**src/rtl/id_stage_pipe.sv**
```systemverilog
// id_stage_pipe: decode stage of a five-stage MIPS pipeline.
//
// The stage holds the register file and selects each source operand from
// the E/M forwarding paths, the write-back port or the array. Branches and
// jumps resolve here. A load still pending in E stalls any instruction that
// reads its destination. The ID/EX register is a one-entry valid/ready
// buffer.
//
// Handshake rules, on both sides: a transfer happens on a rising edge where
// valid && ready. The input side accepts only when there is no stall and
// the output slot is empty or is draining this cycle.
//
// Ports:
//   clk, reset                     clock, synchronous active-low reset
//   in_valid/in_ready              IF/ID handshake
//   in_ir, in_pc4                  instruction word and its PC+4
//   w_we, w_addr, w_data           register-file write-back port
//   fe_*, fm_*                     E- and M-stage forwarding sources
//   e_pend, e_pend_addr            E-stage result not yet available
//   out_valid/out_ready            ID/EX handshake
//   out_ir..out_imm                registered decode bundle
//   redirect, redirect_pc          taken control transfer (combinational)
module id_stage_pipe #(
  parameter int XLEN   = 32,
  parameter int NREG   = 32,
  parameter int BYPASS = 1,
  localparam int AW    = $clog2(NREG)
) (
  input  logic            clk,
  input  logic            reset,
  input  logic            in_valid,
  output logic            in_ready,
  input  logic [31:0]     in_ir,
  input  logic [XLEN-1:0] in_pc4,
  input  logic            w_we,
  input  logic [AW-1:0]   w_addr,
  input  logic [XLEN-1:0] w_data,
  input  logic            fe_valid,
  input  logic [AW-1:0]   fe_addr,
  input  logic [XLEN-1:0] fe_data,
  input  logic            fm_valid,
  input  logic [AW-1:0]   fm_addr,
  input  logic [XLEN-1:0] fm_data,
  input  logic            e_pend,
  input  logic [AW-1:0]   e_pend_addr,
  output logic            out_valid,
  input  logic            out_ready,
  output logic [31:0]     out_ir,
  output logic [XLEN-1:0] out_pc4,
  output logic [XLEN-1:0] out_rs,
  output logic [XLEN-1:0] out_rt,
  output logic [XLEN-1:0] out_imm,
  output logic            redirect,
  output logic [XLEN-1:0] redirect_pc
);

  logic [XLEN-1:0] rf_q [NREG];

  logic [5:0]      op;
  logic [5:0]      funct;
  logic [4:0]      rs_f;
  logic [4:0]      rt_f;
  logic [AW-1:0]   rs_a;
  logic [AW-1:0]   rt_a;
  logic [XLEN-1:0] rs_val;
  logic [XLEN-1:0] rt_val;
  logic [XLEN-1:0] imm_d;
  logic [XLEN-1:0] imm_sext;
  logic [XLEN-1:0] target;
  logic            taken;
  logic            reads_rs;
  logic            reads_rt;
  logic            stall;
  logic            fire;

  logic            out_valid_q;
  logic [31:0]     out_ir_q;
  logic [XLEN-1:0] out_pc4_q;
  logic [XLEN-1:0] out_rs_q;
  logic [XLEN-1:0] out_rt_q;
  logic [XLEN-1:0] out_imm_q;

  assign op    = in_ir[31:26];
  assign funct = in_ir[5:0];
  assign rs_f  = in_ir[25:21];
  assign rt_f  = in_ir[20:16];
  assign rs_a  = rs_f[AW-1:0];
  assign rt_a  = rt_f[AW-1:0];

  // Youngest producer wins: E, then M, then the value being written back.
  function automatic logic [XLEN-1:0] pick_operand(
    input logic [AW-1:0]   a,
    input logic [XLEN-1:0] arr_val
  );
    if (a == '0)                                   return '0;
    else if (fe_valid && fe_addr == a)             return fe_data;
    else if (fm_valid && fm_addr == a)             return fm_data;
    else if ((BYPASS != 0) && w_we && w_addr == a) return w_data;
    else                                           return arr_val;
  endfunction

  always_comb begin
    rs_val = pick_operand(rs_a, rf_q[rs_a]);
    rt_val = pick_operand(rt_a, rf_q[rt_a]);
  end

  // Source usage decides which pending load must hold the instruction back.
  always_comb begin
    reads_rs = !(op == 6'h02 || op == 6'h03 || op == 6'h0f);
    reads_rt = (op == 6'h00) || (op == 6'h04) || (op == 6'h05) ||
               (op >= 6'h28 && op <= 6'h2b);
    stall    = e_pend && (e_pend_addr != '0) &&
               ((reads_rs && e_pend_addr == rs_a) ||
                (reads_rt && e_pend_addr == rt_a));
  end

  always_comb begin
    imm_sext = {{(XLEN-16){in_ir[15]}}, in_ir[15:0]};
    if (op >= 6'h0c && op <= 6'h0e)
      imm_d = {{(XLEN-16){1'b0}}, in_ir[15:0]};
    else if (op == 6'h0f)
      imm_d = {{(XLEN-32){1'b0}}, in_ir[15:0], 16'h0000};
    else
      imm_d = imm_sext;
  end

  // Branch conditions use the forwarded operands, so no external flags.
  always_comb begin
    taken  = 1'b0;
    target = in_pc4 + {imm_sext[XLEN-3:0], 2'b00};
    unique case (op)
      6'h00: if (funct == 6'h08) begin
               taken  = 1'b1;
               target = rs_val;
             end
      6'h01: begin
               if (rt_f == 5'd0)      taken = rs_val[XLEN-1];
               else if (rt_f == 5'd1) taken = !rs_val[XLEN-1];
             end
      6'h02, 6'h03: begin
               taken  = 1'b1;
               target = {in_pc4[XLEN-1:28], in_ir[25:0], 2'b00};
             end
      6'h04: taken = (rs_val == rt_val);
      6'h05: taken = (rs_val != rt_val);
      6'h06: taken = rs_val[XLEN-1] || (rs_val == '0);
      6'h07: taken = !rs_val[XLEN-1] && (rs_val != '0);
      default: taken = 1'b0;
    endcase
  end

  // reset gates in_ready, so fire and redirect are also quiet in reset.
  assign in_ready    = reset && !stall && (!out_valid_q || out_ready);
  assign fire        = in_valid && in_ready;
  assign redirect    = fire && taken;
  assign redirect_pc = redirect ? target : '0;

  always_ff @(posedge clk) begin
    if (!reset) begin
      for (int i = 0; i < NREG; i++) rf_q[i] <= '0;
    end else if (w_we && w_addr != '0) begin
      rf_q[w_addr] <= w_data;
    end
  end

  // When nothing fires but the consumer is taking the current entry, the
  // slot empties; the stale bundle is left in place as a don't-care.
  always_ff @(posedge clk) begin
    if (!reset) begin
      out_valid_q <= 1'b0;
      out_ir_q    <= '0;
      out_pc4_q   <= '0;
      out_rs_q    <= '0;
      out_rt_q    <= '0;
      out_imm_q   <= '0;
    end else if (fire) begin
      out_valid_q <= 1'b1;
      out_ir_q    <= in_ir;
      out_pc4_q   <= in_pc4;
      out_rs_q    <= rs_val;
      out_rt_q    <= rt_val;
      out_imm_q   <= imm_d;
    end else if (out_ready) begin
      out_valid_q <= 1'b0;
    end
  end

  assign out_valid = out_valid_q;
  assign out_ir    = out_ir_q;
  assign out_pc4   = out_pc4_q;
  assign out_rs    = out_rs_q;
  assign out_rt    = out_rt_q;
  assign out_imm   = out_imm_q;

endmodule

```
**config.mk**
```make
export PLATFORM = sky130hd
export DESIGN_NAME = id_stage_pipe
export DESIGN_NICKNAME = d
export VERILOG_FILES = /design/src/rtl/id_stage_pipe.sv
export SDC_FILE = /design/constraint.sdc
export NUM_CORES = 2
export LEC_CHECK = 0
export BUFFER_PORTS_ARGS = -buffer_cell sky130_fd_sc_hd__buf_4
export CAP_MARGIN = 20
export CORE_MARGIN = 4
export CORE_UTILIZATION = 27
export DETAILED_ROUTE_END_ITERATION = 10
export PLACE_DENSITY_LB_ADDON = 0.05
export SYNTH_ARGS = -nofsm -noshare
export SYNTH_HDL_FRONTEND = slang
export SYNTH_SLANG_ARGS = --single-unit
```
**constraint.sdc**
```tcl
create_clock -name clk -period 9.5 [get_ports clk]
set_input_delay 1.425 -clock clk [delete_from_list [all_inputs] [get_ports clk]]
set_output_delay 1.425 -clock clk [all_outputs]
set_load 0.02 [all_outputs]
```
* Yosys cells after proc, flatten, opt, wreduce, memory -nomap -nowiden
Memory sizes are Yosys's and may differ from the RTL's.
Index checks and enable logic that the tools add are counted.
** Cells by class
- $add $sub $neg :: 1
- Magnitude comparators :: 4
- Eq/ne operators :: 20
- Multiplexer cells :: 26
- Reductions and logical operators :: 40
** Operators by type and width (number)
- two-way mux 32 bit :: 12
- case mux 32 bit (2 select lines) :: 1
- == test 5 bit :: 8
- adder 32 bit :: 1
- == test 32 bit :: 1
- zero test 32 bit :: 1
- != test 32 bit :: 1
- nonzero test 32 bit :: 1
- OR reduction 32 bit :: 1
- two-way mux 31 bit :: 1
- == test 6 x 3 -> 1 bit, second input constant :: 4
- logical AND 1 bit :: 18
- == test 6 x 2 -> 1 bit, second input constant :: 2
- == test 6 x 4 -> 1 bit, second input constant :: 2
- zero test 5 bit :: 2
- two-way mux 1 bit :: 10
- nonzero test 5 bit :: 2
- logical OR 1 bit :: 8
- case mux 1 bit (7 select lines) :: 1
- == test 6 x 1 -> 1 bit, second input constant :: 1
- >= comparator 6 x 4 -> 1 bit, second input constant :: 1
- >= comparator 6 bit, second input constant :: 1
- <= comparator 6 x 4 -> 1 bit, second input constant :: 1
- <= comparator 6 bit, second input constant :: 1
- 6 further kinds :: 9
** Storage, ports and cells
- Register bits after elaboration :: 161
- Bits in writable memories :: 1024
- Input port bits :: 188
- Output and inout port bits :: 195
- Word-level logic and storage cells :: 98
- Memories :: 1
** Memories
- rf_q :: words 32, width 32, read ports 2, clocked after memory_dff 0, wr ports 32, line 57 : logic [XLEN-1:0] rf_q [NREG];

* Longest topological paths before layout
- Word-level depth :: 13
- Depth in mapped cells :: 19
- Gate-level depth less buffers :: 14

* Least setup slack after synthesis
OpenSTA, ideal clock, no wires.
- Path kind :: input -> output
- From :: input in_ir[16]
- To :: output redirect_pc[20]
- Arrival time :: 4778 ps
- Data required time :: 8075 ps
- Slack :: 3297 ps
- Stages on the path :: 15
- Path buffers :: 5
- Cell sequence :: buf_4 buf_4 buf_2 buf_2 mux4_2 a22oi_1 o221ai_1 a21oi_1 xor2_1 nand4_1 nor3_1 and3_1 a221oi_2 buf_6 nor3_1
** Between the ends
- Word-level cells in the longest chain between the ends :: 10
- Elaborated cells between the ends (all ways) :: 28
- Those cells by class :: eq/ne: 7; mux: 8; reduce/logical: 12; memory: 1
** Ends and longest elaborated chain
- start, declared :: line 33 : input logic [31:0] in_ir,
- parallel branches: the longest is 8 deep, another holds memory read (32 x 32 bit)
- logical AND 1 bit * :: line 155 : assign redirect = fire && taken;
- two-way mux 32 bit * :: line 156 : assign redirect_pc = redirect ? target : '0;
- end, declared :: line 54 : output logic [XLEN-1:0] redirect_pc
Every way passes the cells marked *.

* Worst setup path in the final report
- From :: input in_ir[21]
- To :: output redirect_pc[29]
** Between the ends
- Word-level cells in the longest chain between the ends :: 12
- Elaborated cells between the ends (all ways) :: 34
- Those cells by class :: eq/ne: 6; mux: 10; reduce/logical: 17; memory: 1
** Ends and longest elaborated chain (line)
- parallel branches: the longest is 11 deep, another holds memory read (32 x 32 bit)
- two-way mux 32 bit * :: 156
Marked as above.

==> impl_metrics.toml <==
[die]
io_pins = 383
dieArea_um2 = 248000
die_w_um = 498
num_rows = 179
start_util_pct = 27.2
die_h_um = 498
core_area_um2 = 238000

[min_path]
min_to = "out_imm[7]"
min_path_cells = 2
hp-start = "out_imm[7]"
hold_path.class = "register to register"

[logic_synthesis]
netlist_area_um2 = 64800
synth-async-reset-ratio_pct = 0
ys_ff_latch = 1185
synthFlopType = "edfxtp_1"
ys_seq_area_share_pct = 52.4
synth_cell_types = 79
synth_area_per_cell_um2 = 12.1
netlist_instances = 5345
synth_edf_count = 1024
ys_warn_count = 0

[worst_setup_path]
cp-start-kind = "primary input"
crit-reg2reg-launch = "out_valid"
arrival_ns = 7.05
worstPathRequired_ns = 8.08
crit_type = "primary input to output port"
end_kind = "output port"
r2r_cells = 8
critPathMaxFanout = 41
r2r_slack_ns = 5.97
timing.rr.end = "out_rs[2]"

[power_and_ir_drop]
p_per_area_nw_per_um2 = 182
ir_drop_v = 0.000182
p_leak_nw = 27.5

[job]
drv_cap = 0

[sta]
slew_violations = 0
fin_ws_ns = 1.02
finClkSkew_ns = 0.0256
fin_crit_sh_pct = 89.2
hold_viol_final = 0
tns_ns = 0
min_period_ns = 8.48
grt_setup_unrepaired = "false"
setup_violations = 0
slew_headroom_pct = 22.9
worstMarginPinSlew_ns = 1.15
max_clock_freq_mhz = 118

[placed_design]
dp_hpwl_um = 225000
place.gp.congestion = 0.892
io_buffers = 382
place_ws_ns = 0.970

[final_layout]
layout_commonest_cell = "edfxtp_1"
nNetsFinal = 5813
drive_above_1_share_pct = 21.0
syn_to_final_growth_pct = 18.4
mostFrequentLayoutCells = "edfxtp_1 (1024), and2_1 (1002), buf_4 (553)"

[drt]
drc = 0
via_per_inst = 5.45
dr.pass1.iters = 7
wl_per_cell_um = 38.1
first_iter_violations = 5912
drtAntennaViolNets = 0
wl_um = 340000
vias = 48600

[clock_network]
cts.sinks = 1185
cts.path.max_buffers = 3
clk_pin_slew_ns = 0.05
cts_resized = 0
cts_root_buf = "clkbuf_16"
postCtsHoldBufs = 0
cts_tree = "yes"
insertion_delay_ns = 0.80
numCtsBuffers = 153
post-cts-setup-buffers = 0
htreeDepth = 4

[grt]
grt_max_degree = 130
grtUsageTotal_pct = 26.6
grt_pass1_wl_um = 454000
grt_pass1_vias = 47700
gr-total-overflow = 0
antenna_found_initial = 47

[run_status]
status = "complete, no violations"
-- cell type report --
class	instances	area, um2
tap	3167	3960
fill	23800	162000
clock inverter	67	458
antenna	29	72.6
clock buffer	209	4120
sequential	1185	34000
multi-input combinational	3662	29500
timing repair buffer	580	4650
inverter	13	56.3
-- cell families (layout without fill, tap and decap cells) --
| family | count (synthesis) | after routing | synth area share (%) |
|---|---|---|---|
| muxes | 739 | 739 | 17.4 |
| DFF | 1185 | 1185 | 52.4 |
| other | 1 | 61 | 0.00578 |
| xor gates and xnor gates | 94 | 94 | 1.27 |
| adders and majority gates | 30 | 30 | 0.591 |
| AOI/OAI and AO/OA | 826 | 826 | 8.62 |
| and+or+nand+nor | 1941 | 1941 | 16.2 |
| buffers and inverters | 529 | 869 | 3.53 |
-- cells in the mapped netlist, drive strengths merged, types with 54 or more instances --
cell type,count,area [um2]
nor3,54,280
and2,1006,6290
nand2,311,1170
clkbuf,350,1310
mux2i,429,4290
nand3,120,601
edfxtp,1024,30700
nor2,289,1090
buf,166,925
a22oi,268,2010
mux4,308,6940
a21oi,187,936
nand4,57,357
dfxtp,161,3220
o21ai,117,586
a221oi,61,547
-- sequential cells by signal, summed over array words and instances (netlist names) --
name       count
out_ir        32
out_rs        32
out_valid      1
out_pc4       32
out_imm       32
rf_q        1024
out_rt        32
-- routing by layer --
metal | wire [um] | up-vias | global-route usage, % | share of wire [%]
met5 | 125 | - | 0 | 0.037
met4 | 11600 | 18 | 8.08 | 3.4
met3 | 23500 | 439 | 5.15 | 6.9
met2 | 156000 | 2141 | 42.3 | 46
met1 | 149000 | 25500 | 36.7 | 44
li1 | - | 20500 | - | -
-- how the worst max path moves through the flow --
| stage | from | endpoint | slack [ns] | cells after the start |
|---|---|---|---|---|
| 6_report | in_ir[21] | redirect_pc[29] | 1.02 | 19 |
| 5_1_grt | in_ir[21] | redirect_pc[29] | 0.78 | 19 |
| 4_1_cts | in_ir[21] | redirect_pc[1] | 0.95 | 18 |
| 3_5_place_dp | in_ir[21] | redirect_pc[1] | 0.97 | 18 |
| 3_3_place_gp | in_ir[21] | redirect_pc[1] | 0.92 | 18 |
| 2_1_floorplan | in_ir[16] | redirect_pc[20] | 3.30 | 15 |
-- critical path: stages --
cell and delay [ns]:
buf_8 0.49, buf_12 0.30, buf_4 0.27, mux4_2 0.52, a22o_1 0.35, a31oi_1 0.24, o211ai_1 0.32, a221oi_1 0.66
o21ai_1 0.11, buf_4 0.22, xor2_1 0.19, nand4_1 0.11, nor4_1 0.46, a31oi_1 0.20, a221oi_4 0.26, buf_4 0.37
inv_2 0.09, and3_1 0.17, buf_4 0.16
-- through the flow --
step	total power [W]	hold slack, ns	cell area, um2	util (%)	cells
finish	0.0139	0.451	76800	32.2	8912
global route	0.0144	0.470	76700	32.2	8887
CTS	0.0140	0.452	76700	32.2	8883
detailed placement	0.00847	0.445	72100	30.3	8607
global placement	0.00848	0.443	72100	30.3	8606
floorplan	0.00730	0.530	64900	-	5376
-- power breakdown --
group	internal, W	total, W	leakage (nW)	switching, W
Clock	0.00314	0.00556	2.24	0.00242
Combinational	0.000743	0.00228	14.2	0.00153
Sequential	0.00594	0.00610	11.1	0.000161
Total	0.00982	0.0139	27.5	0.00411
(Power assumes the default switching activity.)
